`src/rtl/piso_pkg.sv`:
```
// Shared types and helpers for the parallel-in serial-out transmitter.
package piso_pkg;

  typedef enum logic [1:0] {
    IDLE   = 2'd0,
    SHIFT  = 2'd1,
    PARITY = 2'd2
  } piso_state_t;

  localparam int PISO_WIDTH_DEF = 4;

  // Number of serial cycles one word occupies on the line.
  function automatic int piso_frame_len(input int width, input bit par_en);
    return width + int'(par_en);
  endfunction

endpackage

```
`src/rtl/piso_bit_cnt.sv`:
```
// Loadable bit-position up-counter; saturates at WIDTH-1 and flags it.
module piso_bit_cnt #(
  parameter int WIDTH = 4,
  parameter int CW    = (WIDTH > 1) ? $clog2(WIDTH) : 1
) (
  input  logic          clk,
  input  logic          rst,
  input  logic          ld,
  input  logic          inc,
  output logic [CW-1:0] cnt,
  output logic          tc
);

  localparam logic [CW-1:0] TC_VAL  = CW'(WIDTH - 1);
  localparam logic [CW-1:0] CNT_ONE = CW'(1);

  logic [CW-1:0] cnt_q;
  logic [CW-1:0] cnt_d;

  assign tc  = (cnt_q == TC_VAL);
  assign cnt = cnt_q;

  always_comb begin
    cnt_d = cnt_q;
    if (ld) begin
      cnt_d = '0;
    end else if (inc && !tc) begin
      cnt_d = cnt_q + CNT_ONE;
    end else begin
      cnt_d = cnt_q;
    end
  end

  always_ff @(posedge clk or posedge rst) begin
    if (rst) begin
      cnt_q <= '0;
    end else begin
      cnt_q <= cnt_d;
    end
  end

endmodule

```
`src/rtl/piso_serializer.sv`:
```
// Parallel-in serial-out transmitter with valid/ready input and framed serial output.
// Optional even-parity trailer bit is enabled by defining PISO_PARITY_EN.
module piso_serializer
  import piso_pkg::*;
#(
  parameter int WIDTH     = PISO_WIDTH_DEF,
  parameter bit LSB_FIRST = 1'b0
) (
  input  logic             clk,
  input  logic             rst,
  input  logic [WIDTH-1:0] pdata,
  input  logic             in_valid,
  output logic             in_ready,
  output logic             so,
  output logic             so_valid,
  output logic             so_last,
  output logic             busy
);

  localparam int CW = (WIDTH > 1) ? $clog2(WIDTH) : 1;
`ifdef PISO_PARITY_EN
  localparam bit PAR_EN = 1'b1;
`else
  localparam bit PAR_EN = 1'b0;
`endif
  localparam int          LAST_IDX   = piso_frame_len(WIDTH, PAR_EN) - 1;
  localparam logic [CW:0] LAST_IDX_V = (CW + 1)'(LAST_IDX);
  localparam logic [CW:0] CNT_ONE    = (CW + 1)'(1);

  piso_state_t      state_q, state_d;
  logic [WIDTH-1:0] sr_q, sr_d;
  logic             so_q, so_d;
  logic             so_valid_q, so_valid_d;
  logic             so_last_q, so_last_d;
  logic             busy_q, busy_d;

  logic             accept_s;
  logic             cnt_ld_s;
  logic             cnt_inc_s;
  logic             cnt_tc_s;
  logic [CW-1:0]    cnt_s;
  logic [CW:0]      cnt_nxt_s;

  logic             load_bit_s;
  logic [WIDTH-1:0] load_rest_s;
  logic             shift_bit_s;
  logic [WIDTH-1:0] shift_rest_s;

`ifdef PISO_PARITY_EN
  logic par_q, par_d;
`endif

  assign in_ready  = (state_q == IDLE) || so_last_q;
  assign accept_s  = in_valid && in_ready;
  assign cnt_nxt_s = {1'b0, cnt_s} + CNT_ONE;

  assign so       = so_q;
  assign so_valid = so_valid_q;
  assign so_last  = so_last_q;
  assign busy     = busy_q;

  piso_bit_cnt #(
    .WIDTH (WIDTH),
    .CW    (CW)
  ) u_bit_cnt (
    .clk (clk),
    .rst (rst),
    .ld  (cnt_ld_s),
    .inc (cnt_inc_s),
    .cnt (cnt_s),
    .tc  (cnt_tc_s)
  );

  // sr holds the bits still to be sent; so_q already carries the current one.
  always_comb begin
    if (LSB_FIRST) begin
      load_bit_s   = pdata[0];
      load_rest_s  = pdata >> 1'b1;
      shift_bit_s  = sr_q[0];
      shift_rest_s = sr_q >> 1'b1;
    end else begin
      load_bit_s   = pdata[WIDTH-1];
      load_rest_s  = pdata << 1'b1;
      shift_bit_s  = sr_q[WIDTH-1];
      shift_rest_s = sr_q << 1'b1;
    end
  end

  always_comb begin
    state_d    = state_q;
    sr_d       = sr_q;
    so_d       = 1'b0;
    so_valid_d = 1'b0;
    so_last_d  = 1'b0;
    busy_d     = 1'b0;
    cnt_ld_s   = 1'b0;
    cnt_inc_s  = 1'b0;
`ifdef PISO_PARITY_EN
    par_d      = par_q;
`endif

    case (state_q)
      IDLE: begin
        if (accept_s) begin
          state_d    = SHIFT;
          sr_d       = load_rest_s;
          so_d       = load_bit_s;
          so_valid_d = 1'b1;
          busy_d     = 1'b1;
          cnt_ld_s   = 1'b1;
`ifdef PISO_PARITY_EN
          par_d      = ^pdata;
`endif
        end else begin
          state_d = IDLE;
        end
      end

      SHIFT: begin
        if (!cnt_tc_s) begin
          sr_d       = shift_rest_s;
          so_d       = shift_bit_s;
          so_valid_d = 1'b1;
          busy_d     = 1'b1;
          so_last_d  = (cnt_nxt_s == LAST_IDX_V);
          cnt_inc_s  = 1'b1;
        end else begin
`ifdef PISO_PARITY_EN
          state_d    = PARITY;
          so_d       = par_q;
          so_valid_d = 1'b1;
          so_last_d  = 1'b1;
          busy_d     = 1'b1;
`else
          // Last data bit is on the line: chain straight into the next word if offered.
          if (accept_s) begin
            state_d    = SHIFT;
            sr_d       = load_rest_s;
            so_d       = load_bit_s;
            so_valid_d = 1'b1;
            busy_d     = 1'b1;
            cnt_ld_s   = 1'b1;
          end else begin
            state_d  = IDLE;
            sr_d     = '0;
            cnt_ld_s = 1'b1;
          end
`endif
        end
      end

`ifdef PISO_PARITY_EN
      PARITY: begin
        if (accept_s) begin
          state_d    = SHIFT;
          sr_d       = load_rest_s;
          so_d       = load_bit_s;
          so_valid_d = 1'b1;
          busy_d     = 1'b1;
          cnt_ld_s   = 1'b1;
          par_d      = ^pdata;
        end else begin
          state_d  = IDLE;
          sr_d     = '0;
          cnt_ld_s = 1'b1;
        end
      end
`endif

      default: begin
        state_d  = IDLE;
        sr_d     = '0;
        cnt_ld_s = 1'b1;
      end
    endcase
  end

  always_ff @(posedge clk or posedge rst) begin
    if (rst) begin
      state_q    <= IDLE;
      sr_q       <= '0;
      so_q       <= 1'b0;
      so_valid_q <= 1'b0;
      so_last_q  <= 1'b0;
      busy_q     <= 1'b0;
    end else begin
      state_q    <= state_d;
      sr_q       <= sr_d;
      so_q       <= so_d;
      so_valid_q <= so_valid_d;
      so_last_q  <= so_last_d;
      busy_q     <= busy_d;
    end
  end

`ifdef PISO_PARITY_EN
  always_ff @(posedge clk or posedge rst) begin
    if (rst) begin
      par_q <= 1'b0;
    end else begin
      par_q <= par_d;
    end
  end
`endif

endmodule

```
`config.mk`:
```
export PLATFORM = sky130hd
export DESIGN_NAME = piso_serializer
export DESIGN_NICKNAME = d
export VERILOG_FILES = /design/src/rtl/piso_pkg.sv /design/src/rtl/piso_bit_cnt.sv /design/src/rtl/piso_serializer.sv
export SDC_FILE = /design/constraint.sdc
export NUM_CORES = 1
export LEC_CHECK = 0
export CAP_MARGIN = 15
export CORE_AREA = 8 8 45 47
export DETAILED_ROUTE_END_ITERATION = 16
export DIE_AREA = 0 0 53 55
export DONT_BUFFER_PORTS = 1
export GPL_TIMING_DRIVEN = 0
export SLEW_MARGIN = 40
export SYNTH_ARGS = -nofsm -noshare
export SYNTH_HDL_FRONTEND = slang
export SYNTH_SLANG_ARGS = --single-unit
```
`constraint.sdc`:
```
create_clock -name clk -period 1.3 [get_ports clk]
set_clock_uncertainty 0.05 [all_clocks]
set_input_delay 0.325 -clock clk [delete_from_list [all_inputs] [get_ports clk]]
set_output_delay 0.325 -clock clk [all_outputs]
set_load 0.005 [all_outputs]
```
==> flow_results.org <==
** STA
- The max-slew violation count came to 0.
- Relative slew slack :: 75.8%
- Of the available clock period, the critical path in the final layout requires 96.0%.
- Fin. Hold Viols :: 0
- Period minus WS final :: 1250 ps
- Total Neg Setup Slack :: 0 ps
- Across all setup checks in the final design, the least slack found is 52.6 ps.
- Setup violations remaining at the end of the flow were counted as 0.
- At the pin with the least slew margin, the transition time is 363 ps.
- Based on the critical path, the design can be clocked at up to 0.802 GHz.

** Setup path
- The worst setup path is captured at an output pin.
- Cell breakdown of the critical path :: nand2b_4
- Number of buffer and inverter stages on the critical path :: 0
- Kind of launch point of the worst setup path :: flip-flop
- Kind of cell adding the most delay to the critical path :: flip-flops
- For the worst setup path, the data arrival time is 870 ps.
- Slowest stage cell, crit path :: sky130_fd_sc_hd__dfrtp_1
- Data on the critical path is required at its endpoint by 930 ps.
- Worst setup path category :: flip-flop to output pin
- Largest incremental delay on the critical path :: 490 ps
- Highest net fanout along the worst path :: 9

** Die
- Total die area :: 2920 um^2
- The floorplan has 14 rows.
- From left edge to right edge, the die measures 53 um.
- For this configuration, the core starts out at a cell density of 31.0%.
- The region available for standard cell placement spans 1380 um^2.
- 12 I/O pins were placed.
- Height of the die :: 55 um

** Synthesis
- The number of nets handed over by synthesis was 50.
- Post-Syn Area :: 429 um^2
- Yosys cell types :: 16
- Fraction of synthesized cell area taken by the top area cell type :: 52.5%
- Number of warnings printed during yosys synthesis :: 0
- The synthesized design spends more area on one cell type than any other, namely sky130_fd_sc_hd__dfrtp_1.
- Synthesis produced 41 cells.
- FF+latch count, synth :: 9
- After synthesis, the mean cell area works out to 10.5 um^2.
- Register area share after synthesis :: 52.5%
- Sorting the synthesized cells by area gives the leading types as sky130_fd_sc_hd__dfrtp_1 (52%), sky130_fd_sc_hd__nand2_1 (8.7%), sky130_fd_sc_hd__mux2i_1 (7.0%).

** Cells and area
- The library cells used most frequently in the layout, excluding fill and tap cells, are sky130_fd_sc_hd__nand2_1 (10), sky130_fd_sc_hd__dfrtp_1 (9), sky130_fd_sc_hd__mux2i_1 (3), sky130_fd_sc_hd__clkbuf_4 (3).
- Total inserted antenna cells :: 0
- Number of non-filler instances in the completed layout :: 62
- Net count, final :: 56
- Most common library cell in the layout ignoring fill and taps :: sky130_fd_sc_hd__nand2_1
- Compared with the post-synthesis result, the final layout area differs by 14.9%.
- Share of post-route cells with drive strength above 1 :: 19.6%
- Summing all non-filler instances in the final layout gives an area of 493 um^2.

** Status
- The flow ran to the end, and the final reports show no timing, DRC or antenna violations.

** Power
- Fraction of power consumed by sequential logic :: 49.3%
- In this run the power spent charging and discharging nets is 0.365 mW.
- Comb pwr share :: 30.5%
- Power comes to 1.04 mW.
- Int Power :: 0.676 mW
- Max rail drop VDD :: 0.611 mV
- Fraction of power consumed by the clock network :: 20.2%
- Power spread over the standard cell area amounts to 2110 nW/um^2.
- Leakage power total :: 0.236 nW
- Fraction of power spent switching nets :: 35.1%

** Route
- Number of vias after detailed routing :: 306
- Routed length per placed instance :: 13.8 um
- After the first detailed-routing iteration, the DRC count stood at 1.
- Routed Wire Length :: 855 um
- Detailed-route vias per instance :: 4.94
- The first detailed-routing pass ran for 3 iterations.
- For this run, design rule violations remaining after detail routing come to 0.
- Number of antenna-violating nets in the routed design :: 0

** Global routing
- Pin count of the biggest net entering global routing :: 10
- Antenna violations before repair :: 0
- The total overflow left after global routing is 0.
- In the global route stage, overall resource usage came out at 6.82%.
- Number of global-route vias before repair :: 337
- The first global-routing pass estimated 1390 um of wire.

** Clock network
- The tree is rooted in a sky130_fd_sc_hd__clkbuf_4.
- Number of clock sinks seen by CTS :: 9
- Clk pin slew, worst setup/hold paths :: 60 ps
- The clock passes through at most 2 buffers.
- Num CTS Buffers :: 3
- Clock insertion delay at the later pin of the skew report :: 250 ps
- TritonCTS clock tree :: built
- H-tree levels :: 1

** Hold path
- The worst hold path belongs to the class input port to flip-flop.

** Placed design
- Post-place setup slack :: 71.5 ps
- Input and output buffers added on the ports amount to 0.
- Placed Area :: 449 um^2
- Final weighted congestion in routability-driven placement :: 0.706
- Detailed placer's ending HPWL :: 660 um
- Placed Cells :: 57

** Job
- The tool flagged a number of max-cap violations equal to 0.
## per-stage QoR
step / hold WS, ps / util [%]
final: 157 / 35.6
after global routing: 143 / 35.6
after CTS: 151 / 35.1
after detailed placement: 156 / 32.5
after global placement: 154 / 32.5
after floorplan: 103 / -
## power by group through the flow
stage | registers (mW) | logic, mW | clock network, mW
6_report | 0.513 | 0.318 | 0.211
2_1_floorplan | 0.481 | 0.254 | 0
3_3_place_gp | 0.510 | 0.299 | 0
4_1_cts | 0.509 | 0.312 | 0.224
5_1_grt | 0.534 | 0.377 | 0.243
3_5_place_dp | 0.512 | 0.308 | 0
## cells by family (layout without fill, tap and decap cells)
| logic type | after synthesis | after routing | share of synthesized area [%] |
|---|---|---|---|
| AOI/OAI and AO/OA | 6 | 6 | 9.91 |
| and+or+nand+nor | 17 | 17 | 19.5 |
| DFF | 9 | 9 | 52.5 |
| muxes | 3 | 3 | 7.00 |
| adders and majority gates | 2 | 2 | 5.83 |
| buffers and inverters | 4 | 9 | 5.25 |
## synth_stat cells
cell type,number
sky130_fd_sc_hd__o22ai_1,1
sky130_fd_sc_hd__and2_2,1
sky130_fd_sc_hd__buf_4,2
sky130_fd_sc_hd__mux2i_1,3
sky130_fd_sc_hd__nand4_1,2
sky130_fd_sc_hd__o21ai_0,2
sky130_fd_sc_hd__a32o_2,1
sky130_fd_sc_hd__and2b_1,1
sky130_fd_sc_hd__ha_1,2
sky130_fd_sc_hd__inv_1,2
sky130_fd_sc_hd__nand2b_1,1
sky130_fd_sc_hd__nor2_1,1
sky130_fd_sc_hd__dfrtp_1,9
sky130_fd_sc_hd__nand2b_2,1
sky130_fd_sc_hd__o211ai_1,2
sky130_fd_sc_hd__nand2_1,10
## final cells by class
cell class / count / area [um^2]
repair buffers: 1 / 10.0
plain buffers: 2 / 15.0
inverters: 2 / 7.51
clock buffers: 4 / 26.3
fillers: 143 / 891
flip-flops and latches: 9 / 225
well taps: 16 / 20.0
multi-input cells: 28 / 189
## worst paths after layout
path	start	end	slack [ps]	cells after the start
max	state_q[0]	in_ready	50	1
min reg2reg	sr_q[3]	so	460	1
min in group asynchronous	rst	busy	430	2
min	pdata[0]	sr_q[1]	160	2
max reg2reg	u_bit_cnt.cnt[0]	so	90	3
max in group asynchronous	rst	sr_q[3]	510	2
## worst reg2reg max path: stages, from the launching register on
cell and delay (ps):
sky130_fd_sc_hd__dfrtp_1 390, sky130_fd_sc_hd__ha_2 230, sky130_fd_sc_hd__and2b_1 210, sky130_fd_sc_hd__a32o_2 220
## per-layer routing
metal  GRT usage, %  up-vias  wire length, um  share of wire [%]
li1               -      150                -                  -
met1           6.66      149              346                 40
met2           10.7        5              428                 50
met3           2.94        2               72                8.4
met4           6.47        0                7               0.82
met5              0        -                0                  0
## timing repair
item | 4_1_cts | 5_1_grt
setup endpoints to repair | 0 | 3
hold buffers | 1 | 0
buffers inserted | 0 | 0
hold endpoints to repair | 9 | 0
resized for setup | 0 | 3
## state kept, by name, summed over array words and instances, names as in the netlist
register	flops
sr_q	3
u_bit_cnt.cnt	2
busy	1
so	1
so_last	1
state_q	1
Power figures use the tool's default switching activity.
